$ cat src/rtl/seq_divider_r2.sv
// Unsigned radix-2 restoring divider, one quotient bit per cycle.
// Responder for the start/busy/done/valid/dbz divide handshake.
module seq_divider_r2 #(
    parameter int WIDTH = 32
) (
    input  logic             clk_i,
    input  logic             rst_i,
    input  logic             start_i,
    input  logic [WIDTH-1:0] dividend_i,
    input  logic [WIDTH-1:0] divisor_i,
    output logic             busy_o,
    output logic             done_o,
    output logic             valid_o,
    output logic             dbz_o,
    output logic [WIDTH-1:0] quotient_o,
    output logic [WIDTH-1:0] reminder_o
);

    localparam int CW = $clog2(WIDTH + 1);

    typedef enum logic [1:0] {
        IDLE,
        CALC,
        DONE
    } state_t;

    state_t           state;
    state_t           state_nx;
    logic [WIDTH-1:0] rem_acc;
    logic [WIDTH-1:0] q;
    logic [WIDTH-1:0] dvsr;
    logic [CW-1:0]    cnt;
    logic [WIDTH:0]   shift;
    logic [WIDTH:0]   diff;
    logic [WIDTH-1:0] q_nx;
    logic [WIDTH-1:0] rem_nx;
    logic             last;

    assign dbz_o  = (divisor_i == '0);
    assign busy_o = (state != IDLE);
    assign done_o = (state == DONE);

    // The partial remainder stays below the divisor, so its top bit is never
    // stored; the subtract still runs WIDTH+1 bits wide for large divisors.
    always_comb begin
        shift  = {rem_acc, q[WIDTH-1]};
        diff   = shift - {1'b0, dvsr};
        q_nx   = {q[WIDTH-2:0], ~diff[WIDTH]};
        rem_nx = diff[WIDTH] ? shift[WIDTH-1:0] : diff[WIDTH-1:0];
        last   = (cnt == CW'(1));
    end

    always_comb begin
        state_nx = state;
        unique case (state)
            IDLE: begin
                if (start_i)
                    state_nx = dbz_o ? DONE : CALC;
            end
            CALC: begin
                if (last)
                    state_nx = DONE;
            end
            DONE: state_nx = IDLE;
            default: state_nx = IDLE;
        endcase
    end

    always_ff @(posedge clk_i or posedge rst_i) begin
        if (rst_i) begin
            state      <= IDLE;
            rem_acc    <= '0;
            q          <= '0;
            dvsr       <= '0;
            cnt        <= '0;
            valid_o    <= 1'b0;
            quotient_o <= '0;
            reminder_o <= '0;
        end else begin
            state <= state_nx;
            unique case (state)
                IDLE: begin
                    if (start_i) begin
                        // Divide by zero goes straight to DONE with a valid result.
                        if (dbz_o) begin
                            valid_o    <= 1'b1;
                            quotient_o <= '1;
                            reminder_o <= dividend_i;
                        end else begin
                            valid_o <= 1'b0;
                            q       <= dividend_i;
                            dvsr    <= divisor_i;
                            rem_acc <= '0;
                            cnt     <= CW'(WIDTH);
                        end
                    end
                end
                CALC: begin
                    q       <= q_nx;
                    rem_acc <= rem_nx;
                    cnt     <= cnt - CW'(1);
                    if (last) begin
                        valid_o    <= 1'b1;
                        quotient_o <= q_nx;
                        reminder_o <= rem_nx;
                    end
                end
                default: ;
            endcase
        end
    end

endmodule

$ cat config.mk
export PLATFORM = sky130hd
export DESIGN_NAME = seq_divider_r2
export DESIGN_NICKNAME = d
export VERILOG_FILES = /design/src/rtl/seq_divider_r2.sv
export SDC_FILE = /design/constraint.sdc
export NUM_CORES = 1
export LEC_CHECK = 0
export CAP_MARGIN = 20
export CORE_ASPECT_RATIO = 1.4
export CORE_MARGIN = 4
export CORE_UTILIZATION = 58
export DETAILED_ROUTE_END_ITERATION = 6
export GPL_ROUTABILITY_DRIVEN = 0
export PLACE_DENSITY = 0.88
export SYNTH_ARGS = -nofsm -noshare
export SYNTH_HDL_FRONTEND = slang
export SYNTH_SLANG_ARGS = --single-unit
$ cat constraint.sdc
create_clock -name clk_i -period 13.2 [get_ports clk_i]
set_input_delay 2.64 -clock clk_i [delete_from_list [all_inputs] [get_ports clk_i]]
set_output_delay 2.64 -clock clk_i [all_outputs]
set_load 0.005 [all_outputs]
# [Word-level counts from Yosys, hierarchy flattened]
# Cells that the tools add are included.
[totals] register_bits=169 inputBits=67 out_inout_bits=68 wordCells=54
[op_classes] addsub=2 eq_ne=7 muxes=26 bitwise_logic=2 reduce_logical=9
[op_table] op="$mux 32" n=11
[op_table] op="$pmux 32 s2" n=4
[op_table] op="$sub 33x32->33" n=1
[op_table] op="$logic_not 32->1" n=1
[op_table] op="$mux 6" n=2
[op_table] op="$pmux 6 s2" n=1
[op_table] op="$reduce_and 3->1" n=3
[op_table] op="$ne 2x2->1 const B" n=4
[op_table] op="$eq 6x1->1 const B" n=1
[op_table] op="$mux 2" n=3
[op_table] op="$sub 6x1->6 const B" n=1
[op_table] op="$pmux 2 s2" n=1
[op_table] op="$reduce_and 4->1" n=1
[op_table] op="$reduce_bool 2->1" n=2
[op_table] op="$mux 1" n=3
[op_table] op="$eq 2x1->1 const B" n=1
[op_table] op="$eq 2x2->1 const B" n=1
[op_table] op="$logic_not 2->1" n=1
[op_table] op="$not 1->1" n=2
[op_table] op="$pmux 1 s2" n=1
[op_table] op="$reduce_and 2->1" n=1

# [Depth between registers and ports, before layout]
[logic_depth] word_depth=4 depth_mapped=12 depth_no_buf=11

# [Worst setup path before layout]
# No wires, ideal clock.
[synth_timing] path_kind="input to output" startpoint="in divisor_i[16]" endpoint="out dbz_o" arrival_ns=3.176 setup_slack_ns=7.384 stages=3 n_path_buf=0 path_cell_list="nor4_1 -> nand4_1 -> nor2_1"
[synth_via] elab_chain_len=1
[synth_rtl] element="start: declaration" line="10" source="input logic [WIDTH-1:0] divisor_i,"
[synth_rtl] element="$logic_not 32->1" line="39" source="assign dbz_o = (divisor_i == '0);"
[synth_rtl] element="end: declaration" line="14" source="output logic dbz_o,"
# Every way passes these cells.

# [Final worst setup path]
[layout_timing] startpoint="in divisor_i[30]" endpoint="out dbz_o"
# Same word-level chain as after synthesis.

==> metrics.log <==
INFO  metric run_status = finished, violations left
INFO  metric violations = DRC
INFO  metric coreArea = 15,600 um^2
INFO  metric power_leakage = 0.00508 uW
INFO  metric multiInputGateArea = 4630 um^2
INFO  metric worstPathCellList = clkdlybuf4s50_1 -> nor4_1 -> nand4_1 -> nor2_1 -> clkdlybuf4s50_1
INFO  metric antenna_violating_nets_post_route = 0
INFO  metric synth_cell_types = 65
INFO  metric critical_path.top_delay_family = buffers and inverters
INFO  metric antenna_violations_before_repair = 0
INFO  metric floorplan.initialDensity = 0.594
INFO  metric synthesis_stage_register_bit_count = 169
INFO  metric layout_setup_ws = 5.99 ns
INFO  metric htree_levels = 4
INFO  metric detailed_place_hpwl = 17.5 mm
INFO  metric utilization = 0.721
INFO  metric most_used_routing_layer = met2
INFO  metric worst_setup_path_end_kind = primary output
INFO  metric ioPinCount = 135
INFO  metric hold_viol = 0
INFO  metric syn_to_final_growth = 21.4%
INFO  metric die_w = 115 um
INFO  metric worst-path-stages = 5
INFO  metric critical_path_class = primary input to primary output
INFO  metric max_cap_violations = 0
INFO  metric holdCritPathClass = flop to flop
INFO  metric clock_tree_from_tritoncts = built
INFO  metric gr_met1_demand_resource = 0.361
INFO  metric wire_length_reported_by_the_detailed_router = 24.7 mm
INFO  metric globalRoute.totalOverflow = 0
INFO  metric grt_use_total = 0.276
INFO  metric dr.pass1.iters = 7
INFO  metric setup_tns = 0 ns
INFO  metric critical_path_required = 10.56 ns
INFO  metric avg_vias_per_cell = 6.20
INFO  metric detailedPlace.worstSlack = 5.97 ns
INFO  metric critical_path_s_most_frequent_cell = sky130_fd_sc_hd__clkdlybuf4s50_1
INFO  metric ff2ff_path_depth = 9
INFO  metric drt_initial_violations = 758
INFO  metric synth_area_leader_cell = sky130_fd_sc_hd__dfrtp_1
INFO  metric syn_area = 9270 um^2
INFO  metric rsz0062_at_grt = false
INFO  metric drc_errors = 2
INFO  metric skew = 0.0139 ns
INFO  metric grt_first_pass_wirelength = 39.8 mm
INFO  metric ctsHoldBuffers = 0
INFO  metric insertedDiodeCount = 0
INFO  metric detailroute.via_count = 8,264
INFO  metric cp_max_fo = 2
INFO  metric post_synth.cell_area_avg = 9.06 um^2
INFO  metric met2_track_usage_gr = 0.460
INFO  metric min_delay_path_depth = 2
INFO  metric ctsLongestPathBuffers = 2
INFO  metric die_h = 158 um
INFO  metric io_buffers = 134
INFO  metric crit_buf_inv = 2
INFO  metric first_global_vias = 7,947
INFO  metric floorplan.die_area = 18,100 um^2
INFO  metric critical_path.max_stage_delay = 0.56 ns
INFO  metric clk_pin_slew_worst_paths = 0.07 ns
INFO  metric grt_util_met3 = 0.0432
INFO  metric post_synthesis_sequential_area_ratio = 0.456
INFO  metric synthesis.yosys.warnings = 0
INFO  metric seqCellArea = 4230 um^2
INFO  metric post_route_cells_drive_above_1_share = 0.0792
INFO  metric cts_root_buf = sky130_fd_sc_hd__clkbuf_16
INFO  metric floorplan.rows = 54
INFO  metric nFillCells = 1,104
INFO  metric setup.worst_path.start_class = primary input
INFO  metric clock_sinks = 169
INFO  metric yosys.area.top_type_share = 0.456
INFO  metric synthTopCellsByArea = sky130_fd_sc_hd__dfrtp_1 (46%), sky130_fd_sc_hd__nand2_1 (8.3%), sky130_fd_sc_hd__ha_1 (4.6%), sky130_fd_sc_hd__mux2_2 (4.0%), sky130_fd_sc_hd__o21ai_0 (3.9%)
INFO  metric post-route-period-util = 0.546
INFO  metric max_freq = 139 MHz
INFO  metric maxSlewHeadroom = 0.382
INFO  metric dominantRegCellSynth = sky130_fd_sc_hd__dfrtp_1
INFO  metric dp_cells = 1,300
INFO  metric wl_per_cell = 18.5 um
INFO  metric post_synth_inst_count = 1,023
INFO  metric fin_nets = 1,225
INFO  metric cts_buffers = 17
INFO  metric asyncSetResetFlopFracSynth = 1.00
INFO  metric mappedNetlistNets = 1,125
INFO  metric largest_net_degree_at_the_start_of_global_routing = 97
INFO  metric fin_max_slew_vios = 0
INFO  metric peak_supply_drop = 0.000159 V
INFO  metric cts_setup_buffers = 0
INFO  metric critPathSlowestCell = sky130_fd_sc_hd__nor4_1
INFO  metric final_period_minus_worst_setup_slack = 7.21 ns
INFO  metric critPathArrivalTime = 4.57 ns
INFO  metric final_cells = 1,332
INFO  metric power_density = 242 nW/um^2
INFO  metric postCtsResizedCells = 0
INFO  metric count_of_flip_flops_with_a_built_in_enable_after_synthesis = 0
INFO  metric clkLatencyLatePin = 0.44 ns
INFO  metric timing.final.setup_violations = 0
INFO  metric tightestPinTransition = 0.927 ns
-- layer usage --
layer / vias to the layer above / share of wire / routed length, um
met4: 0 / 0.034 / 835
met3: 74 / 0.075 / 1850
li1: 3833 / - / -
met2: 380 / 0.49 / 12200
met1: 3977 / 0.40 / 9790
met5: - / 0 / 0
-- tightest hold or removal path: cells and delay by family, from the launching register on --
kind | cells | cell delay (ns)
flip-flops | 1 | 0.34
AND/OR/NAND/NOR | 2 | 0.09
-- cells by family (layout without fill, tap and decap cells) --
logic type               count (synthesis)  in the layout  synth area share
flip-flops                             169            169             0.456
multiplexers                            51             51            0.0595
XOR/XNOR                                30             30            0.0283
AO/OA/AOI/OAI                          276            276             0.194
buffers and inverters                  104            217            0.0478
AND/OR/NAND/NOR                        358            358             0.166
adder cells (fa/ha/maj)                 35             35            0.0480
-- sequential cells by signal (all words and copies together) (netlist names) --
signal,cells
cnt,6
dvsr,32
q,32
quotient_o,32
rem_acc,32
reminder_o,32
state,2
valid_o,1
-- cell usage in the layout (no fill, tap or decap), types with 4 or more instances in the layout --
cell type and count:
sky130_fd_sc_hd__a211oi_1 5, sky130_fd_sc_hd__nor3_1 14, sky130_fd_sc_hd__xor2_1 12, sky130_fd_sc_hd__or3_1 6, sky130_fd_sc_hd__ha_1 34, sky130_fd_sc_hd__nand2_1 204, sky130_fd_sc_hd__nor2b_1 8, sky130_fd_sc_hd__o31ai_1 8
sky130_fd_sc_hd__nand3_1 14, sky130_fd_sc_hd__clkbuf_16 17, sky130_fd_sc_hd__nor2_1 68, sky130_fd_sc_hd__buf_4 8, sky130_fd_sc_hd__a31oi_1 45, sky130_fd_sc_hd__o21ai_1 5, sky130_fd_sc_hd__a21oi_1 47, sky130_fd_sc_hd__o31a_1 8
sky130_fd_sc_hd__a21o_1 9, sky130_fd_sc_hd__clkdlybuf4s50_1 134, sky130_fd_sc_hd__nand4_1 12, sky130_fd_sc_hd__o21a_1 18, sky130_fd_sc_hd__mux2_2 33, sky130_fd_sc_hd__mux2i_1 18, sky130_fd_sc_hd__clkinv_4 5, sky130_fd_sc_hd__o21ai_0 73
sky130_fd_sc_hd__xnor2_1 18, sky130_fd_sc_hd__o221ai_1 7, sky130_fd_sc_hd__dfrtp_1 169, sky130_fd_sc_hd__inv_1 41, sky130_fd_sc_hd__nor4_1 11, sky130_fd_sc_hd__a21boi_0 4, sky130_fd_sc_hd__o211ai_1 15, sky130_fd_sc_hd__inv_8 5
-- power by group --
group | total [uW] | internal (uW) | switching, uW
combinational | 1330 | 583 | 747
clock | 491 | 252 | 239
sequential | 905 | 752 | 153
-- final cells by class --
class / count / area share
flip-flops and latches: 169 / 0.376
clock buffers: 18 / 0.0381
inverters: 43 / 0.0148
multi-input cells: 750 / 0.412
well taps: 196 / 0.0218
clock inverters: 14 / 0.0132
repair buffers: 142 / 0.125
-- Yosys cell counts, drive strengths merged (18+ instances only) --
library cell  instances
buf                  20
inv                  43
clkbuf               41
mux2                 33
nor2                 70
nand2               205
o21a                 18
a31oi                45
dfrtp               169
xnor2                18
ha                   34
a21oi                49
mux2i                18
o21ai                81
-- through the flow --
stage          total power [uW]  hold slack (ns)  cell area (um^2)
4_1_cts                    2720            0.470             11300
5_1_grt                    2920            0.504             11300
2_1_floorplan              1750            0.463              9270
3_5_place_dp               2220            0.455             10700
3_3_place_gp               2170            0.449             10700
6_report                   2730            0.462             11300
-- final timing paths --
| path | startpoint | endpoint | slack, ns |
|---|---|---|---|
| setup reg to reg | rem_acc[16] | reminder_o[8] | 9.62 |
| min in group asynchronous | rst_i | quotient_o[5] | 2.75 |
| hold / removal | quotient_o[21] | quotient_o[21] | 0.46 |
| setup / recovery | divisor_i[30] | dbz_o | 5.99 |
| hold reg to reg | quotient_o[21] | quotient_o[21] | 0.46 |
| max in group asynchronous | rst_i | rem_acc[27] | 8.99 |
No activity file was read; power rests on OpenSTA's default activity.
